<file path="config.mk">
export PLATFORM = sky130hd
export DESIGN_NAME = ascon_arbiter
export DESIGN_NICKNAME = d
export VERILOG_FILES = /design/src/rtl/ascon_pkg.sv /design/src/rtl/ascon_rr_arb.sv /design/src/rtl/ascon_arbiter.sv
export SDC_FILE = /design/constraint.sdc
export NUM_CORES = 1
export LEC_CHECK = 0
export ABC_CLOCK_PERIOD_IN_PS = 3250
export CAP_MARGIN = 20
export CORE_AREA = 5 5 135 137
export DETAILED_ROUTE_END_ITERATION = 10
export DIE_AREA = 0 0 140 142
export PLACE_DENSITY_LB_ADDON = 0.08
export SKIP_CTS_REPAIR_TIMING = 1
export SLEW_MARGIN = 15
export SYNTH_ARGS = -nofsm -noshare
export SYNTH_HDL_FRONTEND = slang
export SYNTH_SLANG_ARGS = --single-unit
</file>
<file path="constraint.sdc">
create_clock -name clk -period 3.25 [get_ports clk]
set_input_delay 0.4875 -clock clk [delete_from_list [all_inputs] [get_ports clk]]
set_output_delay 0.4875 -clock clk [all_outputs]
set_load 0.03 [all_outputs]
</file>
<file path="src/rtl/ascon_pkg.sv">
// Shared Ascon definitions: bus widths, bdi/bdo segment type codes and the
// arbiter state encoding used by ascon_arbiter.
package ascon_pkg;

    localparam int CCW  = 32;
    localparam int CCSW = 32;

    // bdi/bdo segment type codes
    localparam logic [3:0] D_NULL  = 4'd0;
    localparam logic [3:0] D_NONCE = 4'd1;
    localparam logic [3:0] D_AD    = 4'd2;
    localparam logic [3:0] D_MSG   = 4'd3;
    localparam logic [3:0] D_TAG   = 4'd4;
    localparam logic [3:0] D_HASH  = 4'd5;

    typedef enum logic [1:0] {
        ARB_IDLE,
        ARB_BUSY,
        ARB_AUTH
    } arb_state_t;

    // Output segment types whose last word ends an operation
    function automatic logic is_final_type(input logic [3:0] t);
        return (t == D_TAG) || (t == D_HASH);
    endfunction

endpackage

</file>
<file path="src/rtl/ascon_rr_arb.sv">
// Combinational round-robin pick: the first pending requester strictly after
// the pointer (wrapping) wins, so the last-granted requester goes last.
module ascon_rr_arb #(
    parameter int NUM_REQ = 2
) (
    input  logic [NUM_REQ-1:0] pending,
    input  logic [1:0]         ptr,
    output logic [1:0]         grant,
    output logic               any
);

    // Scan distances from far to near so the nearest pending requester wins
    always_comb begin
        grant = 2'd0;
        any   = 1'b0;
        for (int k = NUM_REQ; k >= 1; k--) begin
            for (int i = 0; i < NUM_REQ; i++) begin
                if (pending[i] && (i == ((int'(ptr) + k) % NUM_REQ))) begin
                    grant = i[1:0];
                    any   = 1'b1;
                end
            end
        end
    end

endmodule

</file>
<file path="src/rtl/ascon_arbiter.sv">
// Shares one ascon_core between NUM_REQ requesters. A grant is locked for a
// whole operation and released when the final tag/hash word is delivered or
// when the tag-verify result has been handed to the requester.
// Optional feature: define ASCON_ARB_STATS_EN to add per-requester
// completed-operation counters on output op_count.
module ascon_arbiter #(
    parameter int NUM_REQ = 2,
    parameter int CCW     = ascon_pkg::CCW,
    parameter int CCSW    = ascon_pkg::CCSW
) (
    input  logic                    clk,
    input  logic                    rst,
    // requester side
    input  logic [NUM_REQ*CCSW-1:0] req_key,
    input  logic [NUM_REQ-1:0]      req_key_valid,
    output logic [NUM_REQ-1:0]      req_key_ready,
    input  logic [NUM_REQ*CCW-1:0]  req_bdi,
    input  logic [NUM_REQ-1:0]      req_bdi_valid,
    output logic [NUM_REQ-1:0]      req_bdi_ready,
    input  logic [NUM_REQ*4-1:0]    req_bdi_type,
    input  logic [NUM_REQ-1:0]      req_bdi_eot,
    input  logic [NUM_REQ-1:0]      req_bdi_eoi,
    input  logic [NUM_REQ-1:0]      req_decrypt,
    input  logic [NUM_REQ-1:0]      req_hash,
    output logic [NUM_REQ*CCW-1:0]  req_bdo,
    output logic [NUM_REQ-1:0]      req_bdo_valid,
    input  logic [NUM_REQ-1:0]      req_bdo_ready,
    output logic [NUM_REQ*4-1:0]    req_bdo_type,
    output logic [NUM_REQ-1:0]      req_bdo_eot,
    output logic [NUM_REQ-1:0]      req_auth,
    output logic [NUM_REQ-1:0]      req_auth_valid,
    input  logic [NUM_REQ-1:0]      req_auth_ready,
    // core side
    output logic [CCSW-1:0]         core_key,
    output logic                    core_key_valid,
    input  logic                    core_key_ready,
    output logic [CCW-1:0]          core_bdi,
    output logic                    core_bdi_valid,
    input  logic                    core_bdi_ready,
    output logic [3:0]              core_bdi_type,
    output logic                    core_bdi_eot,
    output logic                    core_bdi_eoi,
    output logic                    core_decrypt,
    output logic                    core_hash,
    input  logic [CCW-1:0]          core_bdo,
    input  logic                    core_bdo_valid,
    output logic                    core_bdo_ready,
    input  logic [3:0]              core_bdo_type,
    input  logic                    core_bdo_eot,
    input  logic                    core_auth,
    input  logic                    core_auth_valid,
    output logic                    core_auth_ready,
    // status
    output logic [1:0]              grant_id,
`ifdef ASCON_ARB_STATS_EN
    output logic [NUM_REQ*16-1:0]   op_count,
`endif
    output logic                    busy
);

    import ascon_pkg::*;

    arb_state_t         state_q, state_d;
    logic [1:0]         grant_q;
    logic [1:0]         ptr_q;
    logic               auth_armed_q;
    logic               auth_q;

    logic [NUM_REQ-1:0] pending;
    logic [NUM_REQ-1:0] gsel;
    logic [1:0]         pick;
    logic               pick_any;

    logic               in_idle, in_busy, in_auth;
    logic               g_key_valid, g_bdi_valid, g_bdo_ready, g_auth_ready;
    logic               hs_in, done_tag, take_auth, done_auth;

    assign pending = req_key_valid | req_bdi_valid;

    ascon_rr_arb #(.NUM_REQ(NUM_REQ)) u_rr (
        .pending (pending),
        .ptr     (ptr_q),
        .grant   (pick),
        .any     (pick_any)
    );

    assign in_idle = (state_q == ARB_IDLE);
    assign in_busy = (state_q == ARB_BUSY);
    assign in_auth = (state_q == ARB_AUTH);

    // Decode the held grant and route the granted requester's inputs to the core
    always_comb begin
        gsel          = '0;
        core_key      = '0;
        core_bdi      = '0;
        core_bdi_type = 4'd0;
        core_bdi_eot  = 1'b0;
        core_bdi_eoi  = 1'b0;
        core_decrypt  = 1'b0;
        core_hash     = 1'b0;
        g_key_valid   = 1'b0;
        g_bdi_valid   = 1'b0;
        g_bdo_ready   = 1'b0;
        g_auth_ready  = 1'b0;
        for (int i = 0; i < NUM_REQ; i++) begin
            if (grant_q == i[1:0]) begin
                gsel[i]       = 1'b1;
                core_key      = req_key[i*CCSW +: CCSW];
                core_bdi      = req_bdi[i*CCW +: CCW];
                core_bdi_type = req_bdi_type[i*4 +: 4];
                core_bdi_eot  = req_bdi_eot[i];
                core_bdi_eoi  = req_bdi_eoi[i];
                core_decrypt  = req_decrypt[i];
                core_hash     = req_hash[i];
                g_key_valid   = req_key_valid[i];
                g_bdi_valid   = req_bdi_valid[i];
                g_bdo_ready   = req_bdo_ready[i];
                g_auth_ready  = req_auth_ready[i];
            end
        end
    end

    // Operation boundary events seen while a grant is held
    assign hs_in     = in_busy & ((g_key_valid & core_key_ready) | (g_bdi_valid & core_bdi_ready));
    assign done_tag  = in_busy & core_bdo_valid & g_bdo_ready & core_bdo_eot
                     & is_final_type(core_bdo_type);
    assign take_auth = in_busy & ~done_tag & auth_armed_q & core_auth_valid;
    assign done_auth = in_auth & g_auth_ready;

    // Next-state and core-facing handshake gating
    always_comb begin
        state_d         = state_q;
        core_key_valid  = 1'b0;
        core_bdi_valid  = 1'b0;
        core_bdo_ready  = 1'b0;
        core_auth_ready = 1'b0;
        case (state_q)
            ARB_IDLE: begin
                if (pick_any) state_d = ARB_BUSY;
            end
            ARB_BUSY: begin
                core_key_valid = g_key_valid;
                core_bdi_valid = g_bdi_valid;
                core_bdo_ready = g_bdo_ready;
                if (done_tag)       state_d = ARB_IDLE;
                else if (take_auth) state_d = ARB_AUTH;
            end
            ARB_AUTH: begin
                core_auth_ready = 1'b1;
                if (g_auth_ready) state_d = ARB_IDLE;
            end
            default: state_d = ARB_IDLE;
        endcase
    end

    // Requester-facing outputs; only the granted requester sees ready/valid
    assign req_key_ready  = in_busy ? (gsel & {NUM_REQ{core_key_ready}}) : '0;
    assign req_bdi_ready  = in_busy ? (gsel & {NUM_REQ{core_bdi_ready}}) : '0;
    assign req_bdo_valid  = in_busy ? (gsel & {NUM_REQ{core_bdo_valid}}) : '0;
    assign req_bdo        = {NUM_REQ{core_bdo}};
    assign req_bdo_type   = {NUM_REQ{core_bdo_type}};
    assign req_bdo_eot    = {NUM_REQ{core_bdo_eot}};
    assign req_auth_valid = in_auth ? gsel : '0;
    assign req_auth       = in_auth ? (gsel & {NUM_REQ{auth_q}}) : '0;

    assign grant_id = grant_q;
    assign busy     = ~in_idle;

    // Control state: FSM, grant, round-robin pointer and stale-auth mask
    always_ff @(posedge clk or posedge rst) begin
        if (rst) begin
            state_q      <= ARB_IDLE;
            grant_q      <= 2'd0;
            ptr_q        <= 2'(NUM_REQ - 1);
            auth_armed_q <= 1'b0;
        end else begin
            state_q <= state_d;
            if (in_idle && pick_any) begin
                grant_q      <= pick;
                ptr_q        <= pick;
                auth_armed_q <= 1'b0;
            end else if (hs_in) begin
                auth_armed_q <= 1'b1;
            end
        end
    end

    // Capture the tag-verify result; only observable in AUTH so no reset
    always_ff @(posedge clk) begin
        if (take_auth) auth_q <= core_auth;
    end

`ifdef ASCON_ARB_STATS_EN
    logic [15:0] cnt_q [NUM_REQ];

    // Saturating per-requester count of completed operations
    always_ff @(posedge clk or posedge rst) begin
        if (rst) begin
            for (int i = 0; i < NUM_REQ; i++) cnt_q[i] <= 16'd0;
        end else begin
            for (int i = 0; i < NUM_REQ; i++) begin
                if ((done_tag || done_auth) && gsel[i] && (cnt_q[i] != 16'hFFFF))
                    cnt_q[i] <= cnt_q[i] + 16'd1;
            end
        end
    end

    // Flatten counters onto the status port
    always_comb begin
        op_count = '0;
        for (int i = 0; i < NUM_REQ; i++) op_count[i*16 +: 16] = cnt_q[i];
    end
`endif

endmodule

</file>
## After elaboration in Yosys (flattened, before gate mapping)

Index checks and enable logic that the tools add are counted.
Widths: inputs -> output; s select.

| storage, ports and cells | value |
|---|---|
| word-level logic and storage cells | 96 |
| output and inout port bits | 163 |
| memories | 0 |
| bits in latches | 0 |
| register bits | 6 |
| bits in writable memories | 0 |
| input bits | 196 |
| bits in read-only memories | 0 |

| cells by class | value |
|---|---|
| shift-type cells | 0 |
| add/sub/neg operators | 2 |
| bitwise operators | 20 |
| reductions and logical operators | 12 |
| divide/modulo/power cells | 0 |
| multiplexer cells | 47 |
| equal/unequal tests | 10 |
| magnitude comparators | 0 |
| $mul | 0 |

Operators by type and width:

| kind | number |
|---|---|
| $mux 32 | 4 |
| $logic_not 32->1 | 2 |
| $mux 1 | 31 |
| $mux 2 | 9 |
| $and 1x1->1 | 10 |
| $and 2x2->2 | 4 |
| $eq 4x3->1 const B | 2 |
| $mux 4 | 2 |
| $pmux 2 s3 | 1 |
| $logic_and 1x1->1 | 5 |
| $eq 2x2->1 const A | 2 |
| $logic_not 2->1 | 2 |
| $ne 3x1->1 const B | 1 |
| $reduce_and 3->1 | 1 |
| $add 1x1->1 const B | 2 |
| $and 1x1->1 const A | 2 |
| $eq 2x1->1 const B | 1 |
| $eq 2x2->1 const B | 1 |
| $ne 2x1->1 const B | 1 |
| $ne 2x2->1 const B | 1 |
| $not 1->1 | 2 |
| $or 2x2->2 | 1 |
| $reduce_bool 2->1 | 1 |
| $eq 1x1->1 const B | 1 |
| other kinds (2) | 2 |

## Longest topological paths before layout

Gate-level depths: netlist of run 1.

| logic depth | value |
|---|---|
| word-level depth | 13 |
| mapped depth | 6 |
| gate-level depth less buffers | 3 |

## Modules after synthesis

Synthesis of run 1 repeated with hierarchy kept, for this count alone.

| unflattened totals | value |
|---|---|
| cells, all modules | 291 |
| area, all modules | 2164.6 sq um |

Modules (own cells, without submodules):

| module | area each (sq um) | times used | cells each | sequential area each (sq um) |
|---|---|---|---|---|
| ascon_arbiter | 2139.6 | 1 | 287 | 181.4 |
| ascon_rr_arb | 25.0 | 1 | 4 | 0.0 |

## Worst setup path after synthesis of run 1

OpenSTA, ideal clock, no wires.

| timing path | value |
|---|---|
| kind | flip-flop to output port |
| from | register state_q[0] |
| to | output req_auth[0] |
| cell stages (with the launch flop) | 4 |
| data required time | 2.762 ns |
| setup slack | 1.043 ns |
| buffers on the path | 0 |
| data arrival time | 1.720 ns |
| path through | dfrtp_1 and2b_1 nor2b_1 and2_1 |

| between the ends | value |
|---|---|
| longest elaborated chain between the ends | 2 |

RTL lines:

| what | RTL line | RTL |
|---|---|---|
| start: declaration | ascon_arbiter.sv:63 | `arb_state_t state_q, state_d;` |
| start signal: assignment | ascon_arbiter.sv:177 | `state_q <= state_d;` |
| $eq 2x2->1 | ascon_arbiter.sv:89 | `assign in_auth = (state_q == ARB_AUTH);` |
| $mux 2 | ascon_arbiter.sv:164 | `assign req_auth = in_auth ? (gsel & {NUM_REQ{auth_q}}) : '0;` |
| end: declaration | ascon_arbiter.sv:30 | `output logic [NUM_REQ-1:0] req_auth,` |

No other way between the ends.

## Final worst setup path of run 1

| timing path | value |
|---|---|
| from | register grant_q[0], in the netlist grant_id[0] |
| to | output core_key[16] |

| between the ends | value |
|---|---|
| longest elaborated chain between the ends | 3 |
| elaborated cells between the ends (all ways) | 4 |
| those cells by class | eq/ne (1); mux (2); reduce/logical (1) |

RTL lines:

| what | RTL line | RTL |
|---|---|---|
| start: declaration | ascon_arbiter.sv:64 | `logic [1:0] grant_q;` |
| start signal: assignment | ascon_arbiter.sv:179 | `grant_q <= pick;` |
| $logic_not 2->1 | ascon_arbiter.sv:106 | `if (grant_q == i[1:0]) begin` |
| $mux 32 | ascon_arbiter.sv:106 |  |
| $mux 32 (*) | ascon_arbiter.sv:106 |  |
| end: declaration | ascon_arbiter.sv:34 | `output logic [CCSW-1:0] core_key,` |

Mark *: on every way between the ends. The rest lies on a longest branch, timed or not.

==> flow_summary.yaml, run 1 <==
route:
  drtAntennaViolNets: 0
  first_pass_iters: 3
  via_per_inst: 3.45
  wirelength_um: 9420
  wl_per_cell_um: 15.3
  drt-initial-drc-count: 21
  drc: 0
  vias: 2127
cells_and_area:
  instances_no_fill: 616
  final_common_cell: "clkdlybuf4s50_1"
  drive_above_1_share_pct: 21.7
  layout.nets: 588
  diodes: 0
  area.growth.synth_to_final_pct: 104
  final_cell_mix: "clkdlybuf4s50_1 (258), mux2_4 (60), mux2_2 (12)"
  fillers: 1830
placement:
  dp_worst_setup_slack_ns: 0.765
  hpwl_um: 8440
  dp.cells: 612
  place_congestion: 0.819
  io_buffers: 258
run_status:
  outcome: "finished, final reports clean"
synth:
  syn_avg_cell_area_sq_um: 10.6
  synth_nets: 403
  synth_top_family_by_area: "multiplexers"
  synth.distinct_cells: 27
  syn_area_sq_mm: 0.00220
  ys_seq_area_share_pct: 7.11
  synth_compound_area_share_pct: 2.79
  synthCells: 207
  synth_xor_area_share_pct: 0
  synth_warnings: 0
  synthSimpleGateAreaFrac_pct: 7.11
  synth_fa_ha_area_share_pct: 0
  synth_mux_area_share_pct: 48.9
  synth_seq_cells: 6
die:
  die-area_sq_mm: 0.0199
  die_h_um: 142
  die_x_um: 140
  start_util_pct: 13.0
  core_area_sq_mm: 0.0169
  io_pins: 359
  row_count: 48
setup_path:
  cp_max_fo: 25
  cp.required_ns: 2.76
  cp_slowest_cell: "dfrtp_4"
  crit_path_end_kind: "output pin"
  worstPathCellList: "buf_4 > mux2_4 > clkdlybuf4s50_1"
  startpoint_type: "register"
  critPathMaxStageDelay_ns: 0.69
  worstSetupPathType: "register to output pin"
  crit_arrival_ns: 2.18
power_and_ir_drop:
  peakVddDrop_v: 0.000286
  power_density_mw_per_mm2: 681
  finalPower_w: 0.00305
  power_leakage_nw: 1.81
sta:
  period_share_pct: 82.1
  finClkSkew_ns: 0.000869
  fmax_mhz: 375
  setup_tns_ns: 0
  finalCriticalPeriod_ns: 2.67
  hold_viol: 0
  slew_viol_final: 0
  worst_slack_ns: 0.583
  setup_violations: 0
  rsz0062_at_grt: "no"
min_path:
  hold_class: "primary input to asynchronous set/reset pin"
grt:
  grt_pass1_wl_um: 13600
  grt_usage_pct: 8.56
  grt-ovfl-total: 0
  grt_max_degree: 26
  grt_pass1_vias: 2330
  antenna_found_initial: 0
clock_tree:
  insertion_delay_ns: 0.23
  tritoncts: "done"
  cts_root_buf: "clkbuf_16"
  cts_made_buffers: 3
  path_clk_slew_ns: 0.03
  h-tree-depth: 1
  cts_buffer_depth: 2
  cts.sinks: 6
job:
  maxCapViolations: 0
-- through the flow --
step | hold WS, ns | utilization (%) | cell area, sq um
after detailed placement | 0.498 | 26.0 | 4400
after floorplan | 0.265 | - | 2200
after global routing | 0.514 | 26.5 | 4480
after global placement | 0.489 | 26.0 | 4400
final | 0.463 | 26.5 | 4480
after CTS | 0.477 | 26.5 | 4480
-- final cells by class --
cell class | count | area [sq um] | share of cell area [%]
Timing Repair Buffer | 266 | 2660 | 59.3
Multi-Input combinational cell | 113 | 1300 | 29.0
Tap cell | 225 | 282 | 6.28
Sequential cell | 6 | 160 | 3.57
Clock buffer | 4 | 78.8 | 1.76
Inverter | 2 | 7.51 | 0.168
-- critical path: cells and delay by family (launching register included) --
family | cells | cell delay [ns]
DFF | 1 | 0.69
buffers and inverters | 2 | 0.91
muxes | 1 | 0.31
-- state kept, by name (all words and copies together) (netlist names) --
| name | flops |
|---|---|
| ptr_q | 1 |
| state_q | 2 |
| auth_armed_q | 1 |
| auth_q | 1 |
| grant_id | 1 |
-- path summary, 6_finish.rpt --
path	from	endpoint	slack (ns)	cells after the start
max in group asynchronous	rst	ptr_q[0]	2.54	2
min	rst	state_q[0]	0.46	2
min in group clk	ptr_q[0]	ptr_q[0]	0.50	2
min reg2reg	ptr_q[0]	ptr_q[0]	0.50	2
max reg2reg	grant_id[0]	auth_q	1.36	4
max	grant_id[0]	core_key[16]	0.58	3
-- cell usage after synthesis, drive strengths merged --
master	number	area share [%]
nor3b	5	1.7
nor3	2	0.46
conb	1	0.17
dfstp	1	1.2
dfrtp	4	4.6
o31a	1	0.40
o41ai	1	0.40
o31ai	2	0.68
and3	4	1.1
nor2	5	0.85
inv	2	0.34
o21ai	4	0.91
nand4b	1	0.40
mux2i	4	1.8
mux2	72	47
o2bb2ai	1	0.40
edfxtp	1	1.4
nor2b	3	0.85
and2b	1	0.34
nand2b	1	0.28
nand2	3	0.51
and2	2	0.57
buf	86	34
-- logic make-up after synthesis --
logic type      after synthesis
buf+inv                      88
mux                          76
simple gates                 27
compound gates                9
flops                         6
other cells                   1
-- power breakdown --
part | leakage (nW) | switching [W] | internal (W) | total (W)
sequential | 0.0673 | 0.0000975 | 0.000118 | 0.000215
clock | 0.0382 | 0.0000440 | 0.000163 | 0.000207
combinational | 1.70 | 0.00127 | 0.00136 | 0.00263
-- layer usage --
layer | vias to the layer above | wire length, um | GRT usage [%]
met1 | 932 | 3580 | 9.54
met4 | 0 | 29 | 1.07
met3 | 4 | 1050 | 3.13
met2 | 185 | 4760 | 16.1
li1 | 1006 | - | -
met5 | - | 0 | 0
No activity file was read; power rests on OpenSTA's default activity.
==> run 2: changes to the inputs <==
ABC_CLOCK_PERIOD_IN_PS = 2700   (was 3250)
CORE_AREA = 5 5 138 140   (was 5 5 135 137)
DIE_AREA = 0 0 143 145   (was 0 0 140 142)
clock period = 2.7 ns   (was 3.25 ns; I/O delays follow)
==> run 2 against run 1 <==
Total power grew 21%. First-iteration DRC count rose by 71%. Design area unchanged. Via count fell by 2.2%. Largest power group unchanged. Clock power up 19%. Critical path depth unchanged.
==> flow_summary.yaml, run 2 (synthesis results as in run 1) <==
run_status:
  outcome: "finished, final reports clean"
grt:
  antenna_found_initial: 0
  grt_usage_pct: 8.34
  grt_max_degree: 24
  grt-ovfl-total: 0
  grt_pass1_wl_um: 13700
  grt_pass1_vias: 2207
power_and_ir_drop:
  seq_power_share_pct: 6.5
  clockPowerShare_pct: 6.7
  p_comb_share_pct: 86.8
  p_sw_w: 0.00171
  internal-power_w: 0.00198
  power_leakage_nw: 1.80
  power_density_mw_per_mm2: 824
  swShare_pct: 46.4
  peakVddDrop_v: 0.000322
clock_tree:
  insertion_delay_ns: 0.23
  cts.sinks: 6
  cts_root_buf: "clkbuf_16"
  path_clk_slew_ns: 0.04
  cts_buffer_depth: 2
  cts_made_buffers: 3
  tritoncts: "done"
  h-tree-depth: 1
placement:
  placed_cell_area_sq_mm: 0.00440
  dp_worst_setup_slack_ns: 0.414
  io_buffers: 258
  place_congestion: 0.804
  hpwl_um: 8680
setup_path:
  cp.required_ns: 2.30
  cp_max_fo: 23
  r2r_start: "grant_id[0]"
  crit_path_start: "grant_id[0]"
  crit_path_end_kind: "output pin"
  crit_arrival_ns: 2.06
  worstSetupPathType: "register to output pin"
  startpoint_type: "register"
die:
  start_util_pct: 12.4
  die_x_um: 143
  die-area_sq_mm: 0.0207
  io_pins: 359
  die_h_um: 145
  row_count: 49
  core_area_sq_mm: 0.0177
min_path:
  hold_class: "primary input to asynchronous set/reset pin"
route:
  first_pass_iters: 4
  drtAntennaViolNets: 0
  wirelength_um: 9800
  via_per_inst: 3.38
  wl_per_cell_um: 15.9
  vias: 2080
  drt-initial-drc-count: 36
  drc: 0
sta:
  finalCriticalPeriod_ns: 2.47
  fin_hold_ws_ns: 0.377
  fmax_mhz: 405
  hold_viol: 0
  worst_slack_ns: 0.231
  setup_tns_ns: 0
  finClkSkew_ns: 0.00112
  rsz0062_at_grt: "no"
  tightest_slew_ns: 0.508
  setup_violations: 0
  slew_viol_final: 0
  period_share_pct: 91.4
  slew_headroom_pct: 65.7
cells_and_area:
  largest_register_ffs: 2
  largest_register: "state_q"
  final_cell_mix: "clkdlybuf4s50_1 (258), mux2_4 (60), mux2_2 (12)"
  area.growth.synth_to_final_pct: 104
  layout.nets: 584
  fin_area_sq_mm: 0.00448
  final_common_cell: "clkdlybuf4s50_1"
  drive_above_1_share_pct: 20.9
  diodes: 0
  final_util_pct: 25.3
job:
  maxCapViolations: 0
==> run 2: cell type report <==
type                       instances  area (sq um)
inverter                           2          7.51
fill                            1867         13200
tap                              229           287
multi-input combinational        113          1300
timing repair buffer             262          2650
sequential                         6           160
clock buffer                       4          78.8
==> run 2: worst max-delay path, stage by stage, from the launching register on <==
cell	delay, ns
dfrtp_4	0.64
buf_4	0.28
mux2_4	0.31
clkdlybuf4s50_1	0.60
==> run 2: path summary, 6_finish.rpt <==
check	to	slack, ns	depth (start not counted)
worst min-delay path	state_q[0]	0.38	2
min in group clk	ptr_q[0]	0.51	2
worst min register to register	ptr_q[0]	0.51	2
max in group asynchronous	ptr_q[0]	2.08	2
worst max-delay path	core_key[28]	0.23	3
worst max register to register	auth_q	1.12	3
==> run 2: metrics by stage <==
step	instances	total power, W
2_1_floorplan	207	0.00262
4_1_cts	616	0.00376
3_3_place_gp	612	0.00352
5_1_grt	616	0.00388
6_report	616	0.00369
3_5_place_dp	612	0.00350
==> run 2: metal layers <==
layer  up-vias  track usage, %  part of all wire (%)
li1       1000               -                     -
met1       884            8.98                    37
met2       192            15.2                    48
met3         4            4.15                    15
met4         0           0.713                  0.26
met5         -               0                     0
==> run 2: power groups by stage <==
stage          Clock, W  Sequential, W  Combinational (W)
3_5_place_dp          0       0.000251            0.00325
3_3_place_gp          0       0.000250            0.00327
2_1_floorplan         0       0.000175            0.00244
5_1_grt        0.000255       0.000260            0.00337
4_1_cts        0.000250       0.000249            0.00326
6_report       0.000247       0.000240            0.00320
